===== src/rtl/instr_decode_stage.sv =====
// Registered instruction decode stage with valid/ready handshake on both sides.
// Decodes RV32I plus FP load/store into datapath control and stalls on pending loads.
module instr_decode_stage #(
    parameter int INSTR_W    = 32,
    parameter int REG_ADDR_W = 5,
    parameter int PC_W       = 32,
    parameter bit ENABLE_XMM = 1'b1
) (
    input  logic                  clk,
    input  logic                  reset,
    input  logic                  in_valid,
    output logic                  in_ready,
    input  logic [INSTR_W-1:0]    in_instr,
    input  logic [PC_W-1:0]       in_pc,
    output logic                  out_valid,
    input  logic                  out_ready,
    output logic [INSTR_W-1:0]    out_instr,
    output logic [PC_W-1:0]       out_pc,
    output logic [REG_ADDR_W-1:0] rs1_addr,
    output logic [REG_ADDR_W-1:0] rs2_addr,
    output logic [REG_ADDR_W-1:0] rs3_addr,
    output logic [REG_ADDR_W-1:0] rd_addr,
    output logic                  should_read_mem,
    output logic                  should_write_mem,
    output logic                  should_write_reg,
    output logic                  should_write_xmm,
    output logic [2:0]            alu_a_src,
    output logic [2:0]            alu_b_src,
    output logic [2:0]            reg_write_src,
    output logic [2:0]            xmm_write_src,
    output logic [1:0]            mem_write_src,
    output logic                  illegal_op,
    input  logic                  wb_valid,
    input  logic                  wb_is_xmm,
    input  logic [REG_ADDR_W-1:0] wb_rd_addr
);

    localparam int NREG = 2**REG_ADDR_W;

    localparam logic [4:0] OPC_LOAD   = 5'h00;
    localparam logic [4:0] OPC_FLOAD  = 5'h01;
    localparam logic [4:0] OPC_FENCE  = 5'h03;
    localparam logic [4:0] OPC_OPIMM  = 5'h04;
    localparam logic [4:0] OPC_AUIPC  = 5'h05;
    localparam logic [4:0] OPC_STORE  = 5'h08;
    localparam logic [4:0] OPC_FSTORE = 5'h09;
    localparam logic [4:0] OPC_OP     = 5'h0c;
    localparam logic [4:0] OPC_LUI    = 5'h0d;
    localparam logic [4:0] OPC_BRANCH = 5'h18;
    localparam logic [4:0] OPC_JALR   = 5'h19;
    localparam logic [4:0] OPC_JAL    = 5'h1b;

    localparam logic [2:0] SRC_ZERO  = 3'd0;
    localparam logic [2:0] SRC_PC4   = 3'd1;
    localparam logic [2:0] SRC_PC    = 3'd2;
    localparam logic [2:0] SRC_REG   = 3'd3;
    localparam logic [2:0] SRC_IMM12 = 3'd4;
    localparam logic [2:0] SRC_IMM20 = 3'd5;
    localparam logic [2:0] RWS_ALU   = 3'd2;
    localparam logic [2:0] RWS_MEM   = 3'd4;
    localparam logic [2:0] XWS_MEM   = 3'd4;
    localparam logic [1:0] MWS_REG   = 2'd1;
    localparam logic [1:0] MWS_XMM   = 2'd2;

    typedef struct packed {
        logic [INSTR_W-1:0]    instr;
        logic [PC_W-1:0]       pc;
        logic [REG_ADDR_W-1:0] rs1;
        logic [REG_ADDR_W-1:0] rs2;
        logic [REG_ADDR_W-1:0] rs3;
        logic [REG_ADDR_W-1:0] rd;
        logic                  rd_mem;
        logic                  wr_mem;
        logic                  wr_reg;
        logic                  wr_xmm;
        logic [2:0]            a_src;
        logic [2:0]            b_src;
        logic [2:0]            rws;
        logic [2:0]            xws;
        logic [1:0]            mws;
        logic                  illegal;
    } entry_t;

    // Register fields are truncated or zero-extended to REG_ADDR_W.
    function automatic logic [REG_ADDR_W-1:0] reg_field(input logic [4:0] f);
        logic [REG_ADDR_W-1:0] r;
        r = '0;
        for (int i = 0; i < REG_ADDR_W && i < 5; i++) begin
            r[i] = f[i];
        end
        return r;
    endfunction

    entry_t          dec;
    entry_t          ent_q, ent_d;
    logic            valid_q, valid_d;
    logic [4:0]      opc;
    logic            use_rs1, use_rs2, use_xs2, ld_int, ld_xmm;
    logic            hazard, accept;
    logic [NREG-1:0] sb_int_q, sb_int_d, sb_xmm_q, sb_xmm_d;
    logic [NREG-1:0] eff_int, eff_xmm, clr_int, clr_xmm, set_int, set_xmm;
    logic [NREG-1:0] wb_onehot, rd_onehot;

    always_comb begin
        dec     = '0;
        use_rs1 = 1'b0;
        use_rs2 = 1'b0;
        use_xs2 = 1'b0;
        ld_int  = 1'b0;
        ld_xmm  = 1'b0;
        opc     = in_instr[6:2];
        dec.instr = in_instr;
        dec.pc    = in_pc;
        dec.rs1   = reg_field(in_instr[19:15]);
        dec.rs2   = reg_field(in_instr[24:20]);
        dec.rs3   = reg_field(in_instr[31:27]);
        dec.rd    = reg_field(in_instr[11:7]);
        if (in_instr[1:0] != 2'b11) begin
            dec.illegal = 1'b1;
        end else begin
            case (opc)
                OPC_LOAD: begin
                    dec.rd_mem = 1'b1;  dec.wr_reg = 1'b1;
                    dec.a_src  = SRC_REG; dec.b_src = SRC_IMM12; dec.rws = RWS_MEM;
                    use_rs1 = 1'b1; ld_int = 1'b1;
                end
                OPC_FLOAD: begin
                    if (ENABLE_XMM) begin
                        dec.rd_mem = 1'b1;  dec.wr_xmm = 1'b1;
                        dec.a_src  = SRC_REG; dec.b_src = SRC_IMM12; dec.xws = XWS_MEM;
                        use_rs1 = 1'b1; ld_xmm = 1'b1;
                    end else begin
                        dec.illegal = 1'b1;
                    end
                end
                OPC_FENCE: begin
                end
                OPC_OPIMM: begin
                    dec.wr_reg = 1'b1;
                    dec.a_src  = SRC_REG; dec.b_src = SRC_IMM12; dec.rws = RWS_ALU;
                    use_rs1 = 1'b1;
                end
                OPC_AUIPC: begin
                    dec.wr_reg = 1'b1;
                    dec.a_src  = SRC_PC; dec.b_src = SRC_IMM20; dec.rws = RWS_ALU;
                end
                OPC_STORE: begin
                    dec.wr_mem = 1'b1;
                    dec.a_src  = SRC_REG; dec.b_src = SRC_IMM12; dec.mws = MWS_REG;
                    use_rs1 = 1'b1; use_rs2 = 1'b1;
                end
                OPC_FSTORE: begin
                    if (ENABLE_XMM) begin
                        dec.wr_mem = 1'b1;
                        dec.a_src  = SRC_REG; dec.b_src = SRC_IMM12; dec.mws = MWS_XMM;
                        use_rs1 = 1'b1; use_xs2 = 1'b1;
                    end else begin
                        dec.illegal = 1'b1;
                    end
                end
                OPC_OP: begin
                    dec.wr_reg = 1'b1;
                    dec.a_src  = SRC_REG; dec.b_src = SRC_REG; dec.rws = RWS_ALU;
                    use_rs1 = 1'b1; use_rs2 = 1'b1;
                end
                OPC_LUI: begin
                    dec.wr_reg = 1'b1;
                    dec.a_src  = SRC_ZERO; dec.b_src = SRC_IMM20; dec.rws = RWS_ALU;
                end
                OPC_BRANCH: begin
                    dec.a_src = SRC_REG; dec.b_src = SRC_REG;
                    use_rs1 = 1'b1; use_rs2 = 1'b1;
                end
                OPC_JALR: begin
                    dec.wr_reg = 1'b1;
                    dec.a_src  = SRC_PC4; dec.b_src = SRC_ZERO; dec.rws = RWS_ALU;
                    use_rs1 = 1'b1;
                end
                OPC_JAL: begin
                    dec.wr_reg = 1'b1;
                    dec.a_src  = SRC_PC4; dec.b_src = SRC_ZERO; dec.rws = RWS_ALU;
                end
                default: dec.illegal = 1'b1;
            endcase
        end
    end

    // Hazards look at the scoreboard after this cycle's writeback clear.
    assign wb_onehot = {{(NREG-1){1'b0}}, 1'b1} << wb_rd_addr;
    assign rd_onehot = {{(NREG-1){1'b0}}, 1'b1} << dec.rd;
    assign clr_int   = (wb_valid && !wb_is_xmm) ? wb_onehot : '0;
    assign clr_xmm   = (wb_valid &&  wb_is_xmm) ? wb_onehot : '0;
    assign eff_int   = sb_int_q & ~clr_int;
    assign eff_xmm   = sb_xmm_q & ~clr_xmm;

    assign hazard = (use_rs1 && eff_int[dec.rs1]) ||
                    (use_rs2 && eff_int[dec.rs2]) ||
                    (use_xs2 && eff_xmm[dec.rs2]) ||
                    (ld_int  && eff_int[dec.rd])  ||
                    (ld_xmm  && eff_xmm[dec.rd]);

    assign in_ready = !reset && (!valid_q || out_ready) && !hazard;
    assign accept   = in_valid && in_ready;

    assign set_int = (accept && ld_int && dec.rd != '0) ? rd_onehot : '0;
    assign set_xmm = (accept && ld_xmm) ? rd_onehot : '0;

    always_comb begin
        sb_int_d    = eff_int | set_int;
        sb_int_d[0] = 1'b0;
        sb_xmm_d    = ENABLE_XMM ? (eff_xmm | set_xmm) : '0;
    end

    always_comb begin
        ent_d   = ent_q;
        valid_d = valid_q;
        if (accept) begin
            ent_d   = dec;
            valid_d = 1'b1;
        end else if (out_ready) begin
            valid_d = 1'b0;
        end
    end

    always_ff @(posedge clk) begin
        if (reset) begin
            ent_q    <= '0;
            valid_q  <= 1'b0;
            sb_int_q <= '0;
            sb_xmm_q <= '0;
        end else begin
            ent_q    <= ent_d;
            valid_q  <= valid_d;
            sb_int_q <= sb_int_d;
            sb_xmm_q <= sb_xmm_d;
        end
    end

    assign out_valid        = valid_q;
    assign out_instr        = ent_q.instr;
    assign out_pc           = ent_q.pc;
    assign rs1_addr         = ent_q.rs1;
    assign rs2_addr         = ent_q.rs2;
    assign rs3_addr         = ent_q.rs3;
    assign rd_addr          = ent_q.rd;
    assign should_read_mem  = ent_q.rd_mem;
    assign should_write_mem = ent_q.wr_mem;
    assign should_write_reg = ent_q.wr_reg;
    assign should_write_xmm = ent_q.wr_xmm;
    assign alu_a_src        = ent_q.a_src;
    assign alu_b_src        = ent_q.b_src;
    assign reg_write_src    = ent_q.rws;
    assign xmm_write_src    = ent_q.xws;
    assign mem_write_src    = ent_q.mws;
    assign illegal_op       = ent_q.illegal;

endmodule


===== config.mk =====
export PLATFORM = sky130hd
export DESIGN_NAME = instr_decode_stage
export DESIGN_NICKNAME = d
export VERILOG_FILES = /design/src/rtl/instr_decode_stage.sv
export SDC_FILE = /design/constraint.sdc
export NUM_CORES = 1
export LEC_CHECK = 0
export CAP_MARGIN = 0
export CELL_PAD_IN_SITES_DETAIL_PLACEMENT = 1
export CELL_PAD_IN_SITES_GLOBAL_PLACEMENT = 1
export CORE_ASPECT_RATIO = 0.5
export CORE_MARGIN = 2
export CORE_UTILIZATION = 33
export CTS_CLUSTER_DIAMETER = 60
export CTS_CLUSTER_SIZE = 24
export DETAILED_ROUTE_END_ITERATION = 12
export PLACE_DENSITY_LB_ADDON = 0.1
export SYNTH_ARGS = -nofsm -noshare
export SYNTH_HDL_FRONTEND = slang
export SYNTH_SLANG_ARGS = --single-unit
export TNS_END_PERCENT = 1

===== constraint.sdc =====
create_clock -name clk -period 3.46 [get_ports clk]
set_input_delay 0.346 -clock clk [delete_from_list [all_inputs] [get_ports clk]]
set_output_delay 0.346 -clock clk [all_outputs]
set_load 0.01 [all_outputs]

# After elaboration in Yosys (flattened, before gate mapping)
# Index checks and enable logic that the tools add are counted.
# W data, S select, Z words.
[op_classes]
reduce_logical = 35
n_mux = 36
bitwise = 6
eq_ne = 12
order_cmp = 3
shift = 2
[op_table]
columns = ["cell", "count"]
rows = [
  ["$mux W32", 4],
  ["$and A32 B32 Y32", 2],
  ["$not A32 Y32", 2],
  ["$or A32 B32 Y32", 2],
  ["$shl A1 B5 Y32 const A", 2],
  ["$bmux W1 S5", 5],
  ["$pmux W5 S5", 1],
  ["$mux W1", 22],
  ["$eq A5 B4 Y1 const B", 4],
  ["$lt A5 B6 Y1 const B", 3],
  ["$mux W18", 1],
  ["$eq A5 B5 Y1 const B", 3],
  ["$logic_and A1 B1 Y1", 13],
  ["$reduce_or A12 Y1", 1],
  ["$eq A5 B3 Y1 const B", 2],
  ["$reduce_or A2 Y1", 4],
  ["$reduce_or A8 Y1", 1],
  ["$reduce_or A7 Y1", 1],
  ["$pmux W3 S2", 1],
  ["$reduce_or A6 Y1", 1],
  ["$eq A5 B1 Y1 const B", 1],
  ["$eq A5 B2 Y1 const B", 1],
  ["$logic_not A5 Y1", 1],
  ["$logic_or A1 B1 Y1", 5],
  ["8 further kinds", 11],
]
[totals]
register_bits = 168
input_bits = 75
elab_cells = 114
output_inout_bits = 105

# Depth between registers and ports, before layout
# Gate-level depths: netlist of the first run.
[depth]
depth_word = 19
depth_mapped = 13
mapped_depth_nobuf = 9

# Worst setup path after synthesis of the first run
# Ideal clock, no wire load.
[synth_timing]
path_kind = "input to register"
startpoint = "input wb_rd_addr[1]"
endpoint = "register ent_q, in the netlist should_write_reg"
required_ns = 3.389
path_slack_ns = 0.149
n_path_buf = 3
setup_ns = 0.071
arrival_ns = 3.241
cell_stages = 11
cell_sequence = "buf_6 -> or3b_1 -> buf_6 -> o41ai_4 -> mux2i_1 -> a2111oi_2 -> o41ai_1 -> or4_4 -> buf_6 -> or4_1 -> a21oi_1"
[synth_between]
elab_chain_cells = 14
elab_cells_between_ends = 29
cone_classes = "1 x shift; 12 x mux; 4 x bitwise; 12 x reduce/logical"
[synth_lines]
columns = ["element", "line_no", "text"]
rows = [
  ["start, declared", "35", "input logic [REG_ADDR_W-1:0] wb_rd_addr"],
  ["$shl A1 B5 Y32 *", "189", "assign wb_onehot = {{(NREG-1){1'b0}}, 1'b1} << wb_rd_addr;"],
  ["$mux W32", "191", "assign clr_int = (wb_valid && !wb_is_xmm) ? wb_onehot : '0;"],
  ["$not A32 Y32", "193", "assign eff_int = sb_int_q & ~clr_int;"],
  ["$and A32 B32 Y32", "193", ""],
  ["$bmux W1 S5, on equally long branches", "196, 197", ""],
  ["$mux W1, on equally long branches", "196, 197", ""],
  ["$logic_and A1 B1 Y1, on equally long branches", "196, 197", ""],
  ["$logic_or A1 B1 Y1", "196", "assign hazard = (use_rs1 && eff_int[dec.rs1]) ||"],
  ["$logic_or A1 B1 Y1", "197", "(use_rs2 && eff_int[dec.rs2]) ||"],
  ["$logic_or A1 B1 Y1", "198", "(use_xs2 && eff_xmm[dec.rs2]) ||"],
  ["$logic_or A1 B1 Y1 *", "199", "(ld_int && eff_int[dec.rd]) ||"],
  ["$logic_not A1 Y1 *", "202", "assign in_ready = !reset && (!valid_q || out_ready) && !hazard;"],
  ["$logic_and A1 B1 Y1 *", "202", ""],
  ["$logic_and A1 B1 Y1 *", "203", "assign accept = in_valid && in_ready;"],
  ["end signal, assigned", "232", "ent_q <= ent_d;"],
  ["end, declared", "95", "entry_t ent_q, ent_d;"],
]
# Mark *: on every way between the ends. The rest lies on a longest branch, timed or not. The select of a mux whose other input is x is not followed.
# A chain may end at the register's enable or synchronous reset.

# Worst setup path in the final report of the first run
[layout_timing]
startpoint = "input in_instr[21]"
endpoint = "output in_ready"
[layout_between]
elab_chain_cells = 9
elab_cells_between_ends = 12
cone_classes = "4 x mux; 8 x reduce/logical"
[layout_lines]
columns = ["element", "line_no", "text"]
rows = [
  ["start, declared", "13", "input logic [INSTR_W-1:0] in_instr,"],
  ["$bmux W1 S5", "197", ""],
  ["$mux W1 (not written as such)", "197", ""],
  ["$logic_and A1 B1 Y1", "197", ""],
  ["$logic_or A1 B1 Y1", "196", ""],
  ["$logic_or A1 B1 Y1 *", "197", ""],
  ["$logic_or A1 B1 Y1 *", "198", ""],
  ["$logic_or A1 B1 Y1 *", "199", ""],
  ["$logic_not A1 Y1 *", "202", ""],
  ["$logic_and A1 B1 Y1 *", "202", ""],
  ["end, declared", "12", "output logic in_ready,"],
]
# Marked as above.

==> qor.txt, run 1 <==
most frequent cell after synthesis: dfxtp_1
library cells used by synthesis: 77
max-slew violation count: 0
post-synthesis cell area: 0.00778 mm^2
Ant. Diodes: 0
WL final: 40,500 um
GP Congestion: 0.962
Rows: 39
Max transition margin: 45.5%
Cells after DPL: 1,597
H-tree Lvls: 4
Post-synth top cells: dfxtp_1, o21ai_0, nand3_1, clkbuf_1
setup_tns: 0 ns
core area: 0.0230 mm^2
sequential area share after synthesis: 36.5%
Pleak: 0.00454 uW
fill cell total of the finished layout: 2,758
post-DP HPWL: 30,400 um
fin cells: 1,644
DR vias: 9,447
vias in the first global route: 9,671
1st-pass router iterations: 5
io pins: 180
fraction of layout cells with a size suffix above 1: 27.4%
Post-Syn Instances: 967
WL/cell: 24.6 um
WHS: 0.314 ns
FMAX: 0.294 GHz
Hold Vio Cnt, Final: 0
initial antenna violation count: 1
RSZ-0062 raised after global routing: no
clk slew on worst S/H paths: 0.06 ns
initial core utilization: 33.9%
Num CTS Buffers: 17
Register-to-Register Path Depth: 14
Final Cycle Share: 98.2%
Vias/cell: 5.75
first-pass GRT wire length: 60,200 um
dpl cell area: 0.0114 mm^2
Ys Warns: 0
critical path endpoint category: primary output
DRT iter0 DRCs: 938
area growth from synthesis to layout: 57.3%
Req. time, crit path: 3.11 ns
drt drc: 0
Yosys top cell area share: 36.5%
gr ovfl total: 0
gr usage total: 32.3%
Die Ht: 113 um
syn_area_per_cell: 8.05 um^2
critical-path cell list: clkdlybuf4s50_1 -> clkinv_1 -> or4_1 -> o21ai_2 -> o41ai_2 -> nor4_4 -> and3_4 -> buf_6
post-route cell area: 0.0122 mm^2
ys async rst share: 0%
Area contributors post-synth: dfxtp_1, o21ai_0, nand3_1, o22ai_1, a21oi_1
Synth Flop Type: dfxtp_1
Worst Skew: 0.00859 ns
Setup-failing EPs final: 0
crit path kind: input pin to primary output
final worst path period need: 3.40 ns
CP max stage delay: 0.63 ns
clk root buf: clkbuf_16
worst-margin pin slew: 0.818 ns
post-synthesis sequential element count: 142
PortBufs: 175
Yosys top cell by area: dfxtp_1
Max-Cap Viols: 0
status: finished, final reports clean
largest net degree at the start of global routing: 77
min-delay worst type: input pin to register
Die Width: 221 um
crit-path max FO: 5
Startpoint Class: input pin
post-layout util: 53.2%
Nets: 1,399
slowest CP cell: clkdlybuf4s50_1
clk sinks: 142
maximum buffer depth of the clock tree: 2
worst-skew pair later-pin latency: 0.45 ns
Power Dens Cells: 368 mW/mm^2
worst hold stages: 2
Peak VDD IR: 0.000460 V
CTS tree: yes
die area: 0.0249 mm^2
Detail Route Antenna Nets: 0
Post-synth EDFFs: 0
Worst EP arrival: 3.05 ns
[layout by cell type, fill, tap and decap left out, types with 21 or more instances in the layout]
| master | n |
|---|---|
| buf_4 | 271 |
| o21ai_0 | 102 |
| nor2b_1 | 26 |
| dfxtp_1 | 142 |
| nand3_1 | 85 |
| nor2_1 | 36 |
| o22ai_1 | 63 |
| nand2_1 | 53 |
| clkdlybuf4s50_1 | 166 |
| a21oi_1 | 64 |
| nand2b_1 | 21 |
[report_power, final]
| part | leakage, uW | internal [uW] | switching [uW] | total [uW] |
|---|---|---|---|---|
| sequential | 0.00115 | 1680 | 25.5 | 1710 |
| clock | 0.000291 | 1160 | 797 | 1960 |
| combinational | 0.00309 | 394 | 448 | 842 |
| total | 0.00454 | 3230 | 1270 | 4500 |
[through the flow]
step	power [uW]	setup WS [ns]
3_5_place_dp	2560	-0.883
3_3_place_gp	2540	-0.838
5_1_grt	4660	0.0155
4_1_cts	4520	0.0147
6_report	4500	0.0606
2_1_floorplan	2090	0.149
[path summary, 6_finish.rpt]
check | start | to | slack [ns]
worst max-delay path | in_instr[21] | in_ready | 0.06
worst min-delay path | reset | sb_xmm_q[23]$_SDFF_PP0_ | 0.31
worst max register to register | sb_int_q[24]$_SDFF_PP0_ | out_instr[12]$_SDFFE_PP0N_ | 0.37
worst min register to register | out_pc[31]$_SDFFE_PP0N_ | out_pc[31]$_SDFFE_PP0N_ | 0.48
[area by class of cell]
cell class              count  area (um^2)  area share [%]
multi-input cells         694         4430            36.2
repair buffers            457         3930            32.1
flip-flops and latches    142         2840            23.2
clock buffers              20          447            3.65
well taps                 307          384            3.14
clock inverters            12          159            1.30
inverters                  12         45.0           0.368
[critical path, delay by kind of cell]
kind	cells	cell delay, ns
buf+inv	3	1.06
simple gates	3	1.27
compound gates	2	0.36
[cell families after synthesis]
family	Yosys count	share of synthesized area (%)
muxes	38	5.97
DFF	142	36.5
and+or+nand+nor	299	20.5
other	1	0.0482
AOI/OAI and AO/OA	351	28.5
buffers and inverters	134	8.30
xor gates and xnor gates	2	0.225
[repair_timing]
action                     CTS  global route
setup endpoints to repair  127            91
resized for setup           32            33
buffers inserted            10             4
hold buffers                 0             0
gates cloned                 0             1
pin swaps                    5            11
[layer usage]
layer  vias up  track usage (%)  wire (um)
met4         0             10.8        893
li1       4323                -          -
met2       369             47.0      17000
met5         -            0.569          0
met1      4701             43.0      18300
met3        54             13.2       4290
No activity file was read; power rests on OpenSTA's default activity.
==> inputs of run 2 (changes only) <==
--- a/config.mk
+++ b/config.mk
@@ -15,6 +15,7 @@
 export CTS_CLUSTER_SIZE = 24
 export DETAILED_ROUTE_END_ITERATION = 12
 export PLACE_DENSITY_LB_ADDON = 0.1
+export SKIP_LAST_GASP = 1
 export SYNTH_ARGS = -nofsm -noshare
 export SYNTH_HDL_FRONTEND = slang
 export SYNTH_SLANG_ARGS = --single-unit
==> run 2 against run 1 <==
Against the previous run:
- non-clock buffer count is 1 higher
- clock skew increased by 0.0012 ns
- sequential power about the same
- first-iteration DRC count down 0.32%
- total power about the same
- hold slack improved by 0.0057 ns
- sequential cell count did not move
- die area is the same
- largest cell class unchanged
- highest routed layer unchanged
==> qor.txt, run 2 (same netlist as run 1, synthesis figures left out) <==
status: finished, final reports clean
io pins: 180
Startpoint Class: input pin
initial core utilization: 33.9%
Detail Route Antenna Nets: 0
critical path endpoint category: primary output
Sequential Power Share: 37.8%
CTS tree: yes
Setup-failing EPs final: 0
drt drc: 0
Max-Cap Viols: 0
first-pass GRT wire length: 60,300 um
min-delay worst type: input pin to register
Hold Vio Cnt, Final: 0
final worst path period need: 3.39 ns
die area: 0.0249 mm^2
core area: 0.0230 mm^2
Critical path buffers and inverters: 3
max-slew violation count: 0
PortBufs: 175
gr ovfl total: 0
1st-pass router iterations: 5
fraction of layout cells with a size suffix above 1: 27.4%
Design Power: 4510 uW
Num CTS Buffers: 17
most common cell after layout, fill and taps aside: buf_4
H-tree Lvls: 4
clk sinks: 142
Worst EP arrival: 3.05 ns
GP Congestion: 0.962
maximum buffer depth of the clock tree: 2
commonest non-fill, non-tap cells in the layout: buf_4, clkdlybuf4s50_1, dfxtp_1
vias in the first global route: 9,671
post-route cell area: 0.0122 mm^2
post-DP HPWL: 30,400 um
WL/cell: 24.6 um
crit path kind: input pin to primary output
Final Cycle Share: 98.0%
Die Ht: 113 um
Max transition margin: 45.7%
Pleak: 0.00454 uW
critical-path cell list: clkdlybuf4s50_1 -> clkinv_1 -> or4_1 -> o21ai_2 -> o41ai_2 -> nor4_4 -> and3_4 -> buf_6
crit-path max FO: 5
gr usage total: 32.3%
Power Dens Cells: 368 mW/mm^2
clock network power share: 43.5%
combinational power share: 18.7%
Worst Skew: 0.00982 ns
area growth from synthesis to layout: 57.4%
WL final: 40,500 um
Vias/cell: 5.78
worst-skew pair later-pin latency: 0.45 ns
switching pwr: 1270 uW
worst-margin pin slew: 0.814 ns
clk root buf: clkbuf_16
switching share of power: 28.3%
FMAX: 0.295 GHz
Die Width: 221 um
Pint: 3230 uW
DR vias: 9,509
Req. time, crit path: 3.11 ns
clk slew on worst S/H paths: 0.06 ns
slowest CP cell: clkdlybuf4s50_1
largest net degree at the start of global routing: 77
RSZ-0062 raised after global routing: no
Nets: 1,400
dpl cell area: 0.0114 mm^2
Peak VDD IR: 0.000461 V
fill cell total of the finished layout: 2,758
CP max stage delay: 0.63 ns
DRT iter0 DRCs: 935
initial antenna violation count: 2
Rows: 39
CP delay by family, top: simple AND/OR/NAND/NOR gates
## run 2: metrics by stage
stage	utilization [%]	setup WS, ns	TNS [ns]	hold slack, ns	std cells
after global placement	49.6	-0.838	-83.96	0.460	1597
final	53.3	0.0679	0	0.320	1646
after detailed placement	49.6	-0.883	-92.44	0.470	1597
after floorplan	-	0.149	0	0.456	970
after CTS	52.7	-0.00540	-0.00540	0.283	1639
after global routing	53.3	0.0114	0	0.302	1645
## run 2: worst paths after layout
check,start,to,slack (ns),cells past startpoint
max,in_instr[21],in_ready,0.07,8
min,reset,sb_xmm_q[23]$_SDFF_PP0_,0.32,2
max reg2reg,sb_int_q[25]$_SDFF_PP0_,out_instr[12]$_SDFFE_PP0N_,0.38,14
min reg2reg,out_pc[31]$_SDFFE_PP0N_,out_pc[31]$_SDFFE_PP0N_,0.48,2
## run 2: per-layer routing
metal | part of all wire (%) | GRT usage, % | up-vias
li1 | - | - | 4326
met1 | 45 | 43.0 | 4702
met2 | 42 | 47.0 | 421
met3 | 11 | 13.2 | 60
met4 | 2.3 | 10.8 | 0
met5 | 0 | 0.569 | -
## run 2: power by group through the flow
stage / combinational, uW / clock, uW / sequential [uW]
finish: 841 / 1960 / 1710
global route: 892 / 2050 / 1710
CTS: 825 / 1980 / 1710
detailed placement: 815 / 0 / 1740
global placement: 803 / 0 / 1740
floorplan: 333 / 0 / 1760
## run 2: worst reg2reg max path, delay by kind of cell (launching register included)
family,cells,cell delay (ns)
AO/OA/AOI/OAI,3,0.79
multiplexers,2,0.59
AND/OR/NAND/NOR,3,0.29
buffers and inverters,6,0.96
flip-flops,1,0.35
## run 2: what timing repair did
| item | 4_1_cts | 5_1_grt |
|---|---|---|
| setup buffers | 10 | 6 |
| resized for setup | 31 | 32 |
| pin swaps | 5 | 11 |
| hold buffers | 0 | 0 |
| setup endpoints to repair | 127 | 91 |
## run 2: layout make-up
| type | count | area, um^2 | area share (%) |
|---|---|---|---|
| flip-flops and latches | 142 | 2840 | 23.2 |
| repair buffers | 458 | 3930 | 32.1 |
| clock inverters | 12 | 159 | 1.30 |
| diodes | 1 | 2.50 | 0.0204 |
| multi-input cells | 694 | 4430 | 36.2 |
| well taps | 307 | 384 | 3.14 |
| clock buffers | 20 | 447 | 3.65 |
| inverters | 12 | 45.0 | 0.368 |
==> inputs of run 3 (changes only) <==
--- a/config.mk
+++ b/config.mk
@@ -14,6 +14,7 @@
 export CTS_CLUSTER_DIAMETER = 60
 export CTS_CLUSTER_SIZE = 24
 export DETAILED_ROUTE_END_ITERATION = 12
+export GPL_ROUTABILITY_DRIVEN = 1
 export PLACE_DENSITY_LB_ADDON = 0.1
 export SKIP_LAST_GASP = 1
 export SYNTH_ARGS = -nofsm -noshare
==> results of run 3 <==
Final layout, timing and power as in run 2 (identical DEF).
